`src/rtl/ysyx_23060201_mem_arb.sv`:
```
// Arbiter that shares one memory port between IFU and LSU, with one transaction outstanding at a time.
// Define ARB_RR_EN for round-robin arbitration; leave it undefined for fixed priority set by LSU_PRIO.
module ysyx_23060201_mem_arb #(
  parameter int ADDR_WIDTH = 32,
  parameter int DATA_WIDTH = 32,
  parameter int LSU_PRIO   = 1
) (
  input  logic                    clk,
  input  logic                    rst,
  input  logic                    ifu_req_valid,
  output logic                    ifu_req_ready,
  input  logic [ADDR_WIDTH-1:0]   ifu_addr,
  output logic                    ifu_rsp_valid,
  output logic [DATA_WIDTH-1:0]   ifu_rsp_data,
  input  logic                    lsu_req_valid,
  output logic                    lsu_req_ready,
  input  logic [ADDR_WIDTH-1:0]   lsu_addr,
  input  logic                    lsu_wen,
  input  logic [DATA_WIDTH-1:0]   lsu_wdata,
  input  logic [DATA_WIDTH/8-1:0] lsu_wmask,
  output logic                    lsu_rsp_valid,
  output logic [DATA_WIDTH-1:0]   lsu_rsp_data,
  output logic                    mem_req_valid,
  input  logic                    mem_req_ready,
  output logic [ADDR_WIDTH-1:0]   mem_addr,
  output logic                    mem_wen,
  output logic [DATA_WIDTH-1:0]   mem_wdata,
  output logic [DATA_WIDTH/8-1:0] mem_wmask,
  input  logic                    mem_rsp_valid,
  input  logic [DATA_WIDTH-1:0]   mem_rsp_data
);

  typedef enum logic [1:0] {
    S_IDLE,
    S_REQ,
    S_WAIT
  } state_t;

  state_t                  state, state_next;
  logic                    owner_lsu;
  logic [ADDR_WIDTH-1:0]   addr_q;
  logic                    wen_q;
  logic [DATA_WIDTH-1:0]   wdata_q;
  logic [DATA_WIDTH/8-1:0] wmask_q;

  logic grant_ifu;
  logic grant_lsu;
  logic tie_lsu;
  logic rsp_hit;

`ifdef ARB_RR_EN
  logic last_lsu;

  // On a tie, whoever was not granted last wins.
  always_ff @(posedge clk) begin
    if (!rst) begin
      last_lsu <= 1'b0;
    end else if (grant_ifu || grant_lsu) begin
      last_lsu <= grant_lsu;
    end
  end

  assign tie_lsu = ~last_lsu;
`else
  assign tie_lsu = (LSU_PRIO != 0);
`endif

  // NOTE: every signal driven here gets a default first, so no path can infer a latch.
  always_comb begin
    state_next = state;
    grant_ifu  = 1'b0;
    grant_lsu  = 1'b0;
    rsp_hit    = 1'b0;
    case (state)
      S_IDLE: begin
        if (lsu_req_valid && (!ifu_req_valid || tie_lsu)) begin
          grant_lsu  = 1'b1;
          state_next = S_REQ;
        end else if (ifu_req_valid) begin
          grant_ifu  = 1'b1;
          state_next = S_REQ;
        end
      end
      S_REQ: begin
        // A response in the accept cycle completes the transaction; without ready it is dropped.
        if (mem_req_ready) begin
          rsp_hit    = mem_rsp_valid;
          state_next = mem_rsp_valid ? S_IDLE : S_WAIT;
        end
      end
      S_WAIT: begin
        if (mem_rsp_valid) begin
          rsp_hit    = 1'b1;
          state_next = S_IDLE;
        end
      end
      default: state_next = S_IDLE;
    endcase
    // Reset silences every handshake in the same cycle, not just from the next edge.
    if (!rst) begin
      grant_ifu  = 1'b0;
      grant_lsu  = 1'b0;
      rsp_hit    = 1'b0;
      state_next = S_IDLE;
    end
  end

  // NOTE: sequential state uses non-blocking assignments so all registers update together.
  always_ff @(posedge clk) begin
    if (!rst) begin
      state     <= S_IDLE;
      owner_lsu <= 1'b0;
      addr_q    <= '0;
      wen_q     <= 1'b0;
      wdata_q   <= '0;
      wmask_q   <= '0;
    end else begin
      state <= state_next;
      if (grant_ifu || grant_lsu) begin
        owner_lsu <= grant_lsu;
        addr_q    <= grant_lsu ? lsu_addr : ifu_addr;
        wen_q     <= grant_lsu & lsu_wen;
        wdata_q   <= grant_lsu ? lsu_wdata : '0;
        wmask_q   <= grant_lsu ? lsu_wmask : '0;
      end
    end
  end

  assign ifu_req_ready = grant_ifu;
  assign lsu_req_ready = grant_lsu;

  assign mem_req_valid = rst && (state == S_REQ);
  assign mem_addr      = rst ? addr_q  : '0;
  assign mem_wen       = rst & wen_q;
  assign mem_wdata     = rst ? wdata_q : '0;
  assign mem_wmask     = rst ? wmask_q : '0;

  assign ifu_rsp_valid = rsp_hit & ~owner_lsu;
  assign lsu_rsp_valid = rsp_hit & owner_lsu;
  assign ifu_rsp_data  = ifu_rsp_valid ? mem_rsp_data : '0;
  // Stores complete with zero data; only loads pass the memory data back.
  assign lsu_rsp_data  = (lsu_rsp_valid && !wen_q) ? mem_rsp_data : '0;

endmodule

```
`config.mk`:
```
export PLATFORM = sky130hd
export DESIGN_NAME = ysyx_23060201_mem_arb
export DESIGN_NICKNAME = d
export VERILOG_FILES = /design/src/rtl/ysyx_23060201_mem_arb.sv
export SDC_FILE = /design/constraint.sdc
export NUM_CORES = 1
export LEC_CHECK = 0
export BUFFER_PORTS_ARGS = -buffer_cell sky130_fd_sc_hd__buf_2
export CAP_MARGIN = 5
export CORE_AREA = 2 2 107 109
export DETAILED_ROUTE_END_ITERATION = 16
export DIE_AREA = 0 0 109 111
export HOLD_SLACK_MARGIN = 0.06
export PLACE_DENSITY_LB_ADDON = 0.25
export SLEW_MARGIN = 25
export SYNTH_ARGS = -nofsm -noshare
export SYNTH_HDL_FRONTEND = slang
export SYNTH_SLANG_ARGS = --single-unit
```
`constraint.sdc`:
```
create_clock -name clk -period 4.4 [get_ports clk]
set_input_delay 0.22 -clock clk [delete_from_list [all_inputs] [get_ports clk]]
set_output_delay 0.22 -clock clk [all_outputs]
set_load 0.02 [all_outputs]
```
=== Word-level counts from Yosys, hierarchy flattened ===
Cells that the tools add are included.
W data, S select, Z words.

* Register bits: 72
* Input port bits: 139
* Output and inout bits: 138
* Logic and storage cells: 47

* Equality and inequality tests: 5
* Mux-type cells: 25
* Bitwise operators: 5
* Reduce and logical (&&, ||, !) cells: 6

{| class="wikitable"
|+ Operator list
! kind !! number
|-
| $mux W32 || 6
|-
| $mux W1 || 10
|-
| $mux W2 || 5
|-
| $mux W4 || 2
|-
| $pmux W2 S3 || 1
|-
| $and A1 B1 Y1 || 4
|-
| $ne A2 B2 Y1 const B || 2
|-
| $ne A3 B3 Y1 const B || 1
|-
| $reduce_and A3 Y1 || 1
|-
| $eq A2 B1 Y1 const B || 1
|-
| $eq A2 B2 Y1 const B || 1
|-
| $logic_and A1 B1 Y1 || 2
|-
| $logic_not A2 Y1 || 1
|-
| $pmux W1 S2 || 1
|-
| $logic_not A1 Y1 || 1
|-
| $logic_or A1 B1 Y1 || 1
|-
| $not A1 Y1 || 1
|}

=== Depth between registers and ports, before layout ===
* Depth in word-level cells: 6
* Gate-level depth with buffers: 8
* Gate-level depth less buffers: 6

=== Least setup slack after synthesis ===
Ideal clock, no wire load.

* Path type: register to output
* Start point: register state[0]
* End point: output port ifu_rsp_data[22]
* Arrival: 1.503 ns
* Required time: 4.180 ns
* Path slack: 2.677 ns
* Cell stages (with the launch flop): 7
* Path buffers: 1
* Cell sequence: dfxtp_1 -> inv_1 -> ha_1 -> nand3_4 -> nor3_2 -> buf_2 -> and2_1

* Word-level cells in the longest chain between the ends: 5
* Elaborated cells between the ends (all ways): 6
* Those cells by class: eq/ne: 2; mux: 3; bitwise: 1

{| class="wikitable"
|+ RTL lines
! item !! RTL line !! source
|-
| start: declaration || 39 || <nowiki>state_t state, state_next;</nowiki>
|-
| start signal: assignment || 118 || <nowiki>state <= state_next;</nowiki>
|-
| $eq A2 B2 Y1 or $eq A2 B1 Y1 (tied branches) || 74 || <nowiki>case (state)</nowiki>
|-
| $pmux W1 S2 * || 74 ||
|-
| $mux W1 * || 100 || <nowiki>if (!rst) begin</nowiki>
|-
| $and A1 B1 Y1 * || 138 || <nowiki>assign ifu_rsp_valid = rsp_hit & ~owner_lsu;</nowiki>
|-
| via ifu_rsp_valid || 13 || <nowiki>output logic ifu_rsp_valid,</nowiki>
|-
| $mux W32 * || 140 || <nowiki>assign ifu_rsp_data = ifu_rsp_valid ? mem_rsp_data : '0;</nowiki>
|-
| end: declaration || 14 || <nowiki>output logic [DATA_WIDTH-1:0] ifu_rsp_data,</nowiki>
|}

Mark *: on every way through the listed nets, which the timed path passes. The rest lies on a longest branch.

=== Worst setup path after layout ===
* Start point: register state[1]
* End point: output port lsu_rsp_data[7]

* Word-level cells in the longest chain between the ends: 6
* Elaborated cells between the ends (all ways): 7
* Those cells by class: eq/ne: 2; mux: 3; bitwise: 1; reduce/logical: 1

{| class="wikitable"
|+ RTL lines
! item !! RTL line !! source
|-
| $eq A2 B2 Y1 or $eq A2 B1 Y1 (tied branches) || 74 ||
|-
| $pmux W1 S2 * || 74 ||
|-
| $mux W1 * || 100 ||
|-
| $and A1 B1 Y1 * || 139 || <nowiki>assign lsu_rsp_valid = rsp_hit & owner_lsu;</nowiki>
|-
| $logic_and A1 B1 Y1 * || 142 || <nowiki>assign lsu_rsp_data = (lsu_rsp_valid && !wen_q) ? mem_rsp_data : '0;</nowiki>
|-
| $mux W32 * || 142 ||
|-
| end: declaration || 22 || <nowiki>output logic [DATA_WIDTH-1:0] lsu_rsp_data,</nowiki>
|}

Mark *: on every way between the ends. The rest lies on a longest branch, timed or not.

==> flow_metrics.tcl <==
set metrics [dict create \
    maxCapViolations 0 \
    end_kind "primary output" \
    via_per_inst 4.647 \
    cts_buffer_depth 2 \
    synth_area_um2 3642 \
    core-area_um2 11080 \
    whs_ns 0.1099 \
    fmax_ghz 0.4014 \
    ant_nets 0 \
    rsz0062_at_grt "false" \
    ir_drop_v 0.0001921 \
    min_from "lsu_wdata[20]" \
    cts_sinks 72 \
    post-synth-top-area-cell "dfxtp_1" \
    die_y_um 111 \
    grt-busiest-layer "met2" \
    use_met3_pct 3.704 \
    synth_top_area_share_pct 39.57 \
    ys_ff_latch 72 \
    fin_skew_ns 0.003968 \
    overflow 0 \
    design_area_um2 5385 \
    grt_util_met2_pct 35.78 \
    yosys_warnings 0 \
    fin_tns_setup_ns 0 \
    place_congestion 0.7980 \
    ios 277 \
    holdPathStages 2 \
    outcome "finished, final reports clean" \
    cp_max_fo 20 \
    powerDensity_nw_per_um2 384.2 \
    hold_class "in2reg" \
    cp.required_ns 4.18 \
    postSynth.asyncResetShare_pct 0 \
    fin_crit_ns 2.491 \
    grt_pass1_vias 3583 \
    timing.final.ws_setup_ns 1.909 \
    use_met1_pct 19.79 \
    grt_first_pass_wirelength_um 17680 \
    cp.arrival_ns 2.27 \
    dp_hpwl_um 9185 \
    area_growth_pct 47.85 \
    hold_end "wdata_q[20]" \
    cts_buffers 9 \
    relSlewSlack_pct 43.03 \
    htree_levels 3 \
    initial_core_util_pct 32.88 \
    path_clk_slew_ns 0.06 \
    antenna_found_initial 1 \
    port_buffers 276 \
    avgSynthCellArea_um2 8.316 \
    detail_route.first_pass.iterations 4 \
    crit_type "reg2out" \
    synth_nets 581 \
    layout_common_cells "buf_2, and2_1, dfxtp_1" \
    start_kind "flip-flop" \
    cts_resized 0 \
    fin_crit_sh_pct 56.62 \
    regArea_um2 1441 \
    cts_tree "yes" \
    wirelength_um 12100 \
    place_area_um2 5022 \
    r2r-end "wdata_q[29]" \
    vias 3922 \
    place_ws_ns 1.778 \
    leakagePower_uw 0.002925 \
    drc_errors 0 \
    r2r_setup_slack_ns 2.20 \
    rows 39 \
    r2r_start "state[1]" \
    setup_viol 0 \
    ctsHoldBuffers 0 \
    postCtsSetupRepairBufs 0 \
    dominantRegCellSynth "dfxtp_1" \
    globalRouteTotalUtil_pct 18.79 \
    multiInputGateArea_um2 1968 \
    design.die.area_um2 12100 \
    cts_root_buffer "clkbuf_16" \
    grt_max_degree 48 \
    fp.dieW_um 109 \
    insertion_delay_ns 0.32 \
    drtIter0Drc 152 \
    reg2reg_depth 6 \
    tightest_slew_ns 0.8513 \
    wire_per_inst_um 14.34 \
    nFillCells 1122 \
    yosysSeqAreaShare_pct 39.57 \
    synth_cell_types 31 \
    drv_slew 0 \
    synth_area_leaders "dfxtp_1, and2_1, a22o_1, a21oi_1, nand2_1" \
    nets 838 \
    drive_above_1_share_pct 44.00 \
    synth-edff-count 0 \
    mostFrequentLayoutCell "buf_2" \
    hold_viol 0 \
    netlist_instances 438 \
]
[worst max-delay path by stage]
stage | endpoint | slack [ns] | depth (start not counted) | start
5_1_grt | ifu_req_ready | 1.64 | 5 | rst
3_3_place_gp | wdata_q[21] | 1.88 | 6 | rst
3_5_place_dp | wdata_q[16] | 1.78 | 6 | rst
2_1_floorplan | ifu_rsp_data[22] | 2.68 | 6 | state[0]
4_1_cts | lsu_rsp_data[22] | 1.57 | 6 | state[1]
6_report | lsu_rsp_data[7] | 1.91 | 7 | state[1]
[per-layer routing]
| metal | routed length, µm | part of all wire [%] |
|---|---|---|
| met1 | 4608 | 38 |
| met2 | 6450 | 53 |
| met3 | 855 | 7.1 |
| met4 | 187 | 1.5 |
| met5 | 0 | 0 |
[metrics by stage]
| step | instances | total power, µW | util [%] |
|---|---|---|---|
| finish | 844 | 2069 | 48.62 |
| global route | 844 | 2172 | 48.62 |
| CTS | 841 | 2088 | 48.24 |
| detailed placement | 825 | 1305 | 45.34 |
| global placement | 825 | 1294 | 45.34 |
| floorplan | 438 | 1132 | - |
[cell usage after synthesis (all sizes together), types with 2 or more instances]
| cell | n |
|---|---|
| and2 | 134 |
| a22o | 37 |
| a21oi | 65 |
| nand3 | 3 |
| nor3b | 2 |
| clkbuf | 16 |
| buf | 20 |
| dfxtp | 72 |
| ha | 4 |
| nand2 | 36 |
| nor2 | 33 |
| inv | 6 |
[state kept, by name, summed over array words and instances, names as in the netlist]
signal     cells
addr_q        32
wdata_q       32
wmask_q        4
state          2
owner_lsu      1
wen_q          1
[kinds of logic (layout without fill, tap and decap cells)]
group / after synthesis / after routing / share of synthesized area, %
AO/OA/AOI/OAI: 106 / 106 / 19.24
adder cells (fa/ha/maj): 4 / 4 / 1.374
buffers and inverters: 42 / 304 / 6.390
flip-flops: 72 / 72 / 39.57
multiplexers: 1 / 1 / 0.2748
other: 0 / 1 / 0
AND/OR/NAND/NOR: 213 / 213 / 33.15
[power breakdown]
part,internal (µW),switching [µW]
Sequential,757,21.2
Clock,508,265
Combinational,213,304
Total,1480,590
[layout make-up]
cell class | count | share of cell area, %
Multi-Input combinational cell | 324 | 36.55
Timing Repair Buffer | 282 | 26.93
Sequential cell | 72 | 26.77
Clock buffer | 10 | 4.438
Tap cell | 143 | 3.323
Clock inverter | 6 | 1.533
Inverter | 6 | 0.4182
Antenna cell | 1 | 0.04647
[worst max-delay path, stage by stage, from the launching register on]
cell,delay [ns]
dfxtp_1,0.36
inv_1,0.09
ha_1,0.32
nand3_4,0.09
nor4b_4,0.53
buf_6,0.25
and2_1,0.14
buf_2,0.16
(Power assumes the default switching activity.)
